`src/rtl/fetch_stage.sv`:
```
// fetch_stage: MIPS IF stage with PC, req/ready imem fetch, F/D register and AdEL detection
module fetch_stage #(
    parameter logic [31:0] RESET_PC = 32'h0000_3000,
    parameter logic [31:0] TEXT_LO  = 32'h0000_3000,
    parameter logic [31:0] TEXT_HI  = 32'h0000_6FFC
) (
    input  logic        clk,
    input  logic        reset,
    input  logic [31:0] npc,
    input  logic        stall,
    input  logic [31:0] imem_rdata,
    input  logic        imem_ready,
    output logic [31:0] F_PC,
    output logic        imem_req,
    output logic [31:0] imem_addr,
    output logic [31:0] D_PC,
    output logic [31:0] D_Instr,
    output logic        D_valid,
    output logic        D_excAdEL
);
    typedef enum logic {FETCH, HELD} state_t;
    state_t      r_state, w_state_nx;
    logic [31:0] r_pc, r_hold, r_dpc, r_dinstr, w_instr;
    logic        r_dvalid, r_dexc, w_bad, w_adv, w_bubble, w_hold_ld, w_exc;
    assign w_bad     = (r_pc[1:0] != 2'b00) || (r_pc < TEXT_LO) || (r_pc > TEXT_HI);
    assign imem_req  = (r_state == FETCH) && !w_bad && !reset;
    assign imem_addr = r_pc;
    assign F_PC      = r_pc;
    assign D_PC      = r_dpc;
    assign D_Instr   = r_dinstr;
    assign D_valid   = r_dvalid;
    assign D_excAdEL = r_dexc;
    always_comb begin
        w_state_nx = r_state;
        w_adv      = 1'b0;
        w_bubble   = 1'b0;
        w_hold_ld  = 1'b0;
        w_exc      = 1'b0;
        w_instr    = 32'h0;
        if (r_state == HELD) begin
            if (!stall) begin
                w_adv      = 1'b1;
                w_instr    = r_hold;
                w_state_nx = FETCH;
            end
        end else if (w_bad) begin
            w_adv = !stall;
            w_exc = 1'b1;
        end else if (imem_ready) begin
            // a word returned under stall is parked so it is captured exactly once
            w_hold_ld  = stall;
            w_state_nx = stall ? HELD : FETCH;
            w_adv      = !stall;
            w_instr    = imem_rdata;
        end else begin
            w_bubble = !stall;
        end
    end
    always_ff @(posedge clk) begin
        if (reset) begin
            r_state  <= FETCH;
            r_pc     <= RESET_PC;
            r_hold   <= 32'h0;
            r_dpc    <= 32'h0;
            r_dinstr <= 32'h0;
            r_dvalid <= 1'b0;
            r_dexc   <= 1'b0;
        end else begin
            r_state <= w_state_nx;
            if (w_hold_ld)
                r_hold <= imem_rdata;
            if (w_adv) begin
                r_pc     <= npc;
                r_dpc    <= r_pc;
                r_dinstr <= w_instr;
                r_dvalid <= 1'b1;
                r_dexc   <= w_exc;
            end else if (w_bubble) begin
                r_dinstr <= 32'h0;
                r_dvalid <= 1'b0;
                r_dexc   <= 1'b0;
            end
        end
    end
endmodule

```
`config.mk`:
```
export PLATFORM = sky130hd
export DESIGN_NAME = fetch_stage
export DESIGN_NICKNAME = d
export VERILOG_FILES = /design/src/rtl/fetch_stage.sv
export SDC_FILE = /design/constraint.sdc
export NUM_CORES = 1
export LEC_CHECK = 0
export CAP_MARGIN = 20
export CORE_MARGIN = 2
export CORE_UTILIZATION = 40
export CTS_BUF_LIST = sky130_fd_sc_hd__clkbuf_8
export CTS_CLUSTER_SIZE = 12
export DETAILED_ROUTE_END_ITERATION = 8
export HOLD_SLACK_MARGIN = 0.03
export MAX_ROUTING_LAYER = met4
export PLACE_DENSITY = 0.71
export SLEW_MARGIN = 15
export SYNTH_ARGS = -nofsm -noshare
export SYNTH_HDL_FRONTEND = slang
export SYNTH_SLANG_ARGS = --single-unit
export TNS_END_PERCENT = 100
```
`constraint.sdc`:
```
create_clock -name clk -period 5.23 [get_ports clk]
set_input_delay 1.046 -clock clk [delete_from_list [all_inputs] [get_ports clk]]
set_output_delay 1.046 -clock clk [all_outputs]
set_load 0.005 [all_outputs]
```
* Word level (Yosys, flattened, before mapping)
Index checks and enable logic that the tools add are counted.
Cells by class: $add $sub $neg 0, $mul 0, divide/modulo/power cells 0, order comparisons 2, equal/unequal tests 0, shift-type cells 0, mux-type cells 25, bitwise logic cells 1, reductions and logical operators 9
Operator list (number):
- $mux 32 | 6
- $gt 32x15->1 const B | 1
- $lt 32x14->1 const B | 1
- $mux 1 | 19
- $reduce_bool 2->1 | 2
- $logic_not 1->1 | 3
- $logic_and 1x1->1 | 2
- $logic_or 1x1->1 | 2
- $not 1->1 | 1
Word-level totals: flip-flop bits (word level) 131, latch bits 0, bits in writable memories 0, memory bits (read-only) 0, input bits 68, output and inout port bits 131, logic and storage cells 44, memories kept 0

* Longest topological paths before layout
Gate-level depths: netlist of run 1.
word-level depth 7, depth in mapped cells 7, mapped depth without buffers 4

* Worst setup path before layout of run 1
Ideal clock, no wire load.
path kind register -> output, start register r_pc[15] (netlist: F_PC[15]), end output imem_req, data arrival time 1838 ps, data required time 4184 ps, setup slack 2346 ps, cell stages (with the launch flop) 6, buffers on the path 2, cells stage by stage dfxtp_1 > or4_1 > or3_1 > buf_6 > clkbuf_1 > nor4_1
On the way: cells in the longest elaborated chain, start to end 6, elaborated cells on any way between the ends 7, those cells by class order compare (2); reduce/logical (5)
RTL lines:
- start, declared | line 23 | logic [31:0] r_pc, r_hold, r_dpc, r_dinstr, w_instr;
- start signal, assigned | line 73 | r_pc <= npc;
- $lt 32x14->1 | line 25 | assign w_bad = (r_pc[1:0] != 2'b00) || (r_pc < TEXT_LO) || (r_pc > TEXT_HI);
- $logic_or 1x1->1 | line 25
- $logic_or 1x1->1 * | line 25
- $logic_not 1->1 * | line 26 | assign imem_req = (r_state == FETCH) && !w_bad && !reset;
- $logic_and 1x1->1 * (2 in a row) | line 26
- end, declared | line 14 | output logic imem_req,
Every way passes the cells marked *; elsewhere a longest branch is shown, timed or not.

* Worst setup path after layout of run 1
Ends and elaborated chain as after synthesis.

==> flow_summary.json, run 1 <==
{
  "antenna_left": 0,
  "cp-end-kind": "output pin",
  "path_class": "reg -> out",
  "synth-seq-cells": 131,
  "required_ns": 4.18,
  "dieWidth_um": 126,
  "rsz0062_at_grt": "no",
  "synth_edf_count": 0,
  "pin_count": 199,
  "area_growth_pct": 36.3,
  "yosys_warnings": 0,
  "synth_flop_cell": "dfxtp_1",
  "fin_tns_setup_ns": 0,
  "synthAdderAreaFrac": 0,
  "core_sq_um": 14500,
  "clockBufferDepth": 2,
  "final_cell_area_sq_um": 8110,
  "cpMaxStageDelayCell": "or4_1",
  "powerDensity_nw_per_um2": 290,
  "finalSetupViolations": 0,
  "tightest_slew_ns": 0.803,
  "worstSkewPairLatency_ns": 0.44,
  "cts_setup_buffers": 0,
  "hpwl_mm": 10.6,
  "path_delay_family": "simple AND/OR/NAND/NOR gates",
  "synth_cell_types": 28,
  "drt_iter0_drc": 445,
  "routed_wl_mm": 16.4,
  "port_buffers": 198,
  "leakage_nw": 2.89,
  "viasPerCell": 5.40,
  "antenna_found_initial": 0,
  "stdcell_count": 966,
  "synth_mux_area_frac": 0.108,
  "cp_num_buf_inv": 2,
  "fillerInstances": 1287,
  "ir_drop_mv": 0.157,
  "grt_pass1_wl_mm": 26.7,
  "hold_viol_final": 0,
  "max_cap_violations": 0,
  "start_util": 0.410,
  "path_cells": "or4_1 -> or3_1 -> buf_4 -> nor4_1 -> clkdlybuf4s50_1",
  "num_rows": 44,
  "max_freq_mhz": 249,
  "diodes": 0,
  "synth.top_cell.area_share": 0.441,
  "cts_buffers": 17,
  "start_kind": "register",
  "clockRootBuffer": "clkbuf_8",
  "timing.hold.ws_ns": 0.452,
  "placedCellCount": 935,
  "ys_async_sr_fraction": 0,
  "postPlaceCellArea_sq_um": 7700,
  "relSlewSlack": 0.464,
  "syn_area_sq_um": 5950,
  "cp_slowest_stage_delay_ns": 0.57,
  "clock_skew_ns": 0.00881,
  "track_usage": 0.212,
  "synth-compound-area-share": 0.154,
  "min_period_ns": 4.02,
  "grt_max_degree": 101,
  "ctsHoldBuffers": 0,
  "avgSynthCellArea_sq_um": 9.24,
  "grt_pass1_vias": 5344,
  "cts_sinks": 131,
  "synth_top_family_by_area": "simple AND/OR/NAND/NOR gates",
  "worstPathArrival_ns": 2.97,
  "wl_per_cell_um": 17.0,
  "clk_pin_slew_worst_paths_ns": 0.07,
  "vias": 5221,
  "cts_tree": "yes",
  "yosys.area.top_type": "dfxtp_1",
  "die_area_sq_um": 15900,
  "path_max_fanout": 36,
  "overflow": 0,
  "drc": 0,
  "synth_xor_area_frac": 0,
  "slew_violations": 0,
  "synth-simple-area-share": 0.184,
  "hold_path.class": "reg -> reg",
  "ctsResizeCount": 0,
  "synth_nets": 712,
  "netlist_instances": 644,
  "ys_seq_area_frac": 0.441,
  "utilization": 0.558,
  "dr.pass1.iters": 5,
  "h-tree-depth": 4,
  "ys_top_cells_by_area": "dfxtp_1 44%, mux2i_1 11%, nand2b_1 9.9%, nand4_1 6.7%, a21oi_1 5.5%",
  "chipHeight_um": 126,
  "drive_gt1_frac": 0.0601,
  "place.gp.congestion": 0.841,
  "finalNetCount": 838,
  "outcome": "complete, no violations",
  "finalCritPeriodShare": 0.768
}
[routing by layer]
| metal | vias to the layer above | share of wire | global-route usage |
|---|---|---|---|
| met3 | 19 | 0.084 | 0.0714 |
| met1 | 2441 | 0.45 | 0.262 |
| met2 | 226 | 0.46 | 0.324 |
| li1 | 2535 | - | - |
| met5 | - | 0 | - |
| met4 | 0 | 0.014 | 0.0763 |
[tightest hold or removal path: cells and delay by family, from the launching register on]
kind               cells  cell delay (ns)
DFF                    1             0.31
and+or+nand+nor        1             0.05
AOI/OAI and AO/OA      1             0.05
[cells by family after synthesis]
logic type | Yosys count
AOI/OAI and AO/OA | 137
DFF | 131
buffers and inverters | 134
and+or+nand+nor | 178
muxes | 64
[placed cells by master (no fill, tap or decap)]
cell type | netlist | layout
clkdlybuf4s50_1 | 0 | 196
dfxtp_1 | 131 | 131
nand2b_1 | 94 | 94
a21oi_1 | 66 | 66
mux2i_1 | 64 | 64
nand4_1 | 64 | 64
inv_1 | 33 | 36
a221oi_1 | 32 | 32
o31ai_1 | 32 | 32
clkbuf_8 | 0 | 20
buf_4 | 33 | 11
nor2_1 | 5 | 5
nor4_1 | 3 | 3
bufinv_16 | 0 | 3
or4_1 | 2 | 2
or3_1 | 2 | 2
nand2_1 | 3 | 2
clkinv_2 | 0 | 2
a21boi_0 | 1 | 1
and3b_1 | 1 | 1
o211ai_1 | 1 | 1
o41a_2 | 0 | 1
nor3_2 | 0 | 1
o211a_2 | 0 | 1
nor2b_2 | 0 | 1
nand2_2 | 0 | 1
and2_2 | 0 | 1
a31oi_1 | 1 | 1
nor3_1 | 2 | 1
o41ai_4 | 0 | 1
o21ai_0 | 1 | 1
inv_6 | 0 | 1
clkinvlp_4 | 0 | 1
clkinv_4 | 0 | 1
buf_2 | 0 | 1
[area by class of cell]
type	instances	area (sq um)	share of cell area
repair buffers	208	2050	0.253
clock buffers	20	275	0.0339
clock inverters	11	136	0.0168
flip-flops and latches	131	2620	0.323
multi-input cells	379	2680	0.330
inverters	33	124	0.0153
well taps	184	230	0.0284
[final timing paths]
path	end	from	depth (start not counted)	slack (ns)
min	D_excAdEL	D_excAdEL	2	0.45
max	imem_req	F_PC[15]	5	1.21
min reg2reg	D_excAdEL	D_excAdEL	2	0.45
max reg2reg	D_PC[5]	F_PC[15]	6	2.42
[stage by stage]
stage               power (mW)  setup WS, ns
floorplan                 1.29          2.35
global placement          1.47          1.74
detailed placement        1.47          1.68
CTS                       2.37          1.18
global route              2.45         0.995
finish                    2.35          1.21
[power by group]
part           leakage [nW]  switching [mW]  internal (mW)
logic                  1.60           0.188          0.197
registers              1.07          0.0297           1.04
clock network         0.219           0.396          0.503
[registers in the layout, summed over array words and instances, names as in the netlist]
register and flops:
D_Instr 32, D_PC 32, D_excAdEL 1, D_valid 1
F_PC 32, r_hold 32, r_state 1
[cell usage after synthesis, types with 2 or more instances]
master,count
a21oi_1,66
a221oi_1,32
buf_1,2
buf_4,33
buf_6,7
clkbuf_1,59
dfxtp_1,131
inv_1,33
mux2i_1,64
nand2_1,3
nand2b_1,94
nand4_1,64
nor2_1,5
nor3_1,2
nor4_1,3
o31ai_1,32
or3_1,2
or4_1,2
Power figures use the tool's default switching activity.
==> run 2, diff against run 1 <==
==> constraint.sdc (replaced) <==
create_clock -name clk -period 3.9 [get_ports clk]
set_input_delay 0.78 -clock clk [delete_from_list [all_inputs] [get_ports clk]]
set_output_delay 0.78 -clock clk [all_outputs]
set_load 0.005 [all_outputs]
==> run 2 against run 1 <==
  * Non-clock buffer count grew 1
  * Wire length shrank 1.0%
  * Global-route usage shrank 0.62 points
  * Count of clock-buffer cells in the layout shrank 2
  * Cell count grew 0.21%
  * Power grew 36%
  * Critical path type unchanged
  * Clock skew grew 0.0025 ns
  * Via count grew 0.71%
  * Critical path depth shrank 1
  * Critical endpoint unchanged
  * Worst setup slack lost 0.80 ns
  * Worst hold slack gained 0.0077 ns
  * Sequential power grew 35%
==> flow_summary.json, run 2 (synthesized netlist as in run 1, its figures left out) <==
{
  "vias": 5258,
  "grt_pass1_vias": 5074,
  "required_ns": 3.12,
  "clockRootBuffer": "clkbuf_8",
  "grt_max_degree": 101,
  "port_buffers": 198,
  "min_period_ns": 3.49,
  "max_cap_violations": 0,
  "overflow": 0,
  "worstPathArrival_ns": 2.71,
  "num_rows": 44,
  "ctsHoldBuffers": 0,
  "worstSkewPairLatency_ns": 0.44,
  "path_class": "reg -> out",
  "finalNetCount": 839,
  "drive_gt1_frac": 0.0625,
  "timing.hold.ws_ns": 0.460,
  "max_freq_mhz": 286,
  "finalSetupViolations": 0,
  "cp-end-kind": "output pin",
  "ctsResizeCount": 0,
  "fillerInstances": 1290,
  "die_area_sq_um": 15900,
  "hold_viol_final": 0,
  "start_kind": "register",
  "path_max_fanout": 4,
  "clkPwrFrac": 0.391,
  "rsz0062_at_grt": "no",
  "antenna_found_initial": 0,
  "slew_violations": 0,
  "outcome": "complete, no violations",
  "start_util": 0.410,
  "viasPerCell": 5.43,
  "pin_count": 199,
  "most-common-layout-cells": "196 x clkdlybuf4s50_1, 131 x dfxtp_1, 94 x nand2b_1, 66 x a21oi_1",
  "cts_buffers": 17,
  "p_int_mw": 2.37,
  "grt_pass1_wl_mm": 25.9,
  "clock_skew_ns": 0.0113,
  "antenna_left": 0,
  "tightest_slew_ns": 0.917,
  "drt_iter0_drc": 515,
  "powerDensity_nw_per_um2": 393,
  "core_sq_um": 14500,
  "cts_sinks": 131,
  "place.gp.congestion": 0.814,
  "chipHeight_um": 126,
  "power.switching_mw": 0.833,
  "share_comb_of_total_power": 0.161,
  "finalCritPeriodShare": 0.895,
  "drc": 0,
  "ff2ff_path_depth": 6,
  "ir_drop_mv": 0.228,
  "leakage_nw": 2.90,
  "relSlewSlack": 0.389,
  "cts_setup_buffers": 0,
  "hpwl_mm": 10.5,
  "final_common_cell": "clkdlybuf4s50_1",
  "clockBufferDepth": 2,
  "dieWidth_um": 126,
  "p_total_mw": 3.20,
  "routed_wl_mm": 16.2,
  "track_usage": 0.206,
  "clk_pin_slew_worst_paths_ns": 0.08,
  "utilization": 0.561,
  "postPlaceCellArea_sq_um": 7700,
  "area_growth_pct": 36.9,
  "final_cell_area_sq_um": 8150,
  "min_delay_path_depth": 2,
  "h-tree-depth": 4,
  "hold_path.class": "reg -> reg",
  "diodes": 0,
  "seq_power_share": 0.448,
  "wl_per_cell_um": 16.8,
  "cts_tree": "yes",
  "sw_frac_of_total": 0.260,
  "fin_tns_setup_ns": 0,
  "dr.pass1.iters": 7
}
==> run 2: worst paths after layout <==
path | from | to | slack (ns)
min | D_excAdEL | D_excAdEL | 0.46
max | F_PC[15] | imem_req | 0.41
max reg2reg | F_PC[15] | D_PC[11] | 1.01
min reg2reg | D_excAdEL | D_excAdEL | 0.46
==> run 2: through the flow <==
step / setup slack, ns / std cells
after floorplan: 1.28 / 644
after global placement: 0.515 / 936
after detailed placement: 0.299 / 936
after CTS: 0.374 / 968
after global routing: 0.289 / 968
final: 0.409 / 968
==> run 2: critical path, cell delays in order, from the launching register on <==
cell and delay, ns:
dfxtp_1 0.34, or4_1 0.58, or3_1 0.45, nor4_1 0.28
clkdlybuf4s50_1 0.62
==> run 2: power by group through the flow <==
stage | Sequential, mW | Combinational [mW] | Clock (mW)
3_3_place_gp | 1.46 | 0.503 | 0
4_1_cts | 1.44 | 0.513 | 1.28
5_1_grt | 1.44 | 0.553 | 1.34
6_report | 1.44 | 0.515 | 1.25
2_1_floorplan | 1.46 | 0.266 | 0
3_5_place_dp | 1.47 | 0.510 | 0
==> run 2: cell type report <==
cell class,instances,area [sq um],share of cell area
inverter,33,124,0.0152
clock inverter,14,189,0.0232
clock buffer,18,248,0.0304
timing repair buffer,209,2060,0.252
multi-input combinational,379,2680,0.329
tap,184,230,0.0282
sequential,131,2620,0.322
==> run 2: metal layers <==
layer / part of all wire / vias to the layer above / GRT usage / routed length (um)
met3: 0.082 / 16 / 0.0641 / 1330
met5: 0 / - / - / 0
met1: 0.45 / 2465 / 0.267 / 7290
met2: 0.46 / 248 / 0.316 / 7450
met4: 0.0094 / 0 / 0.0472 / 153
li1: - / 2529 / - / -
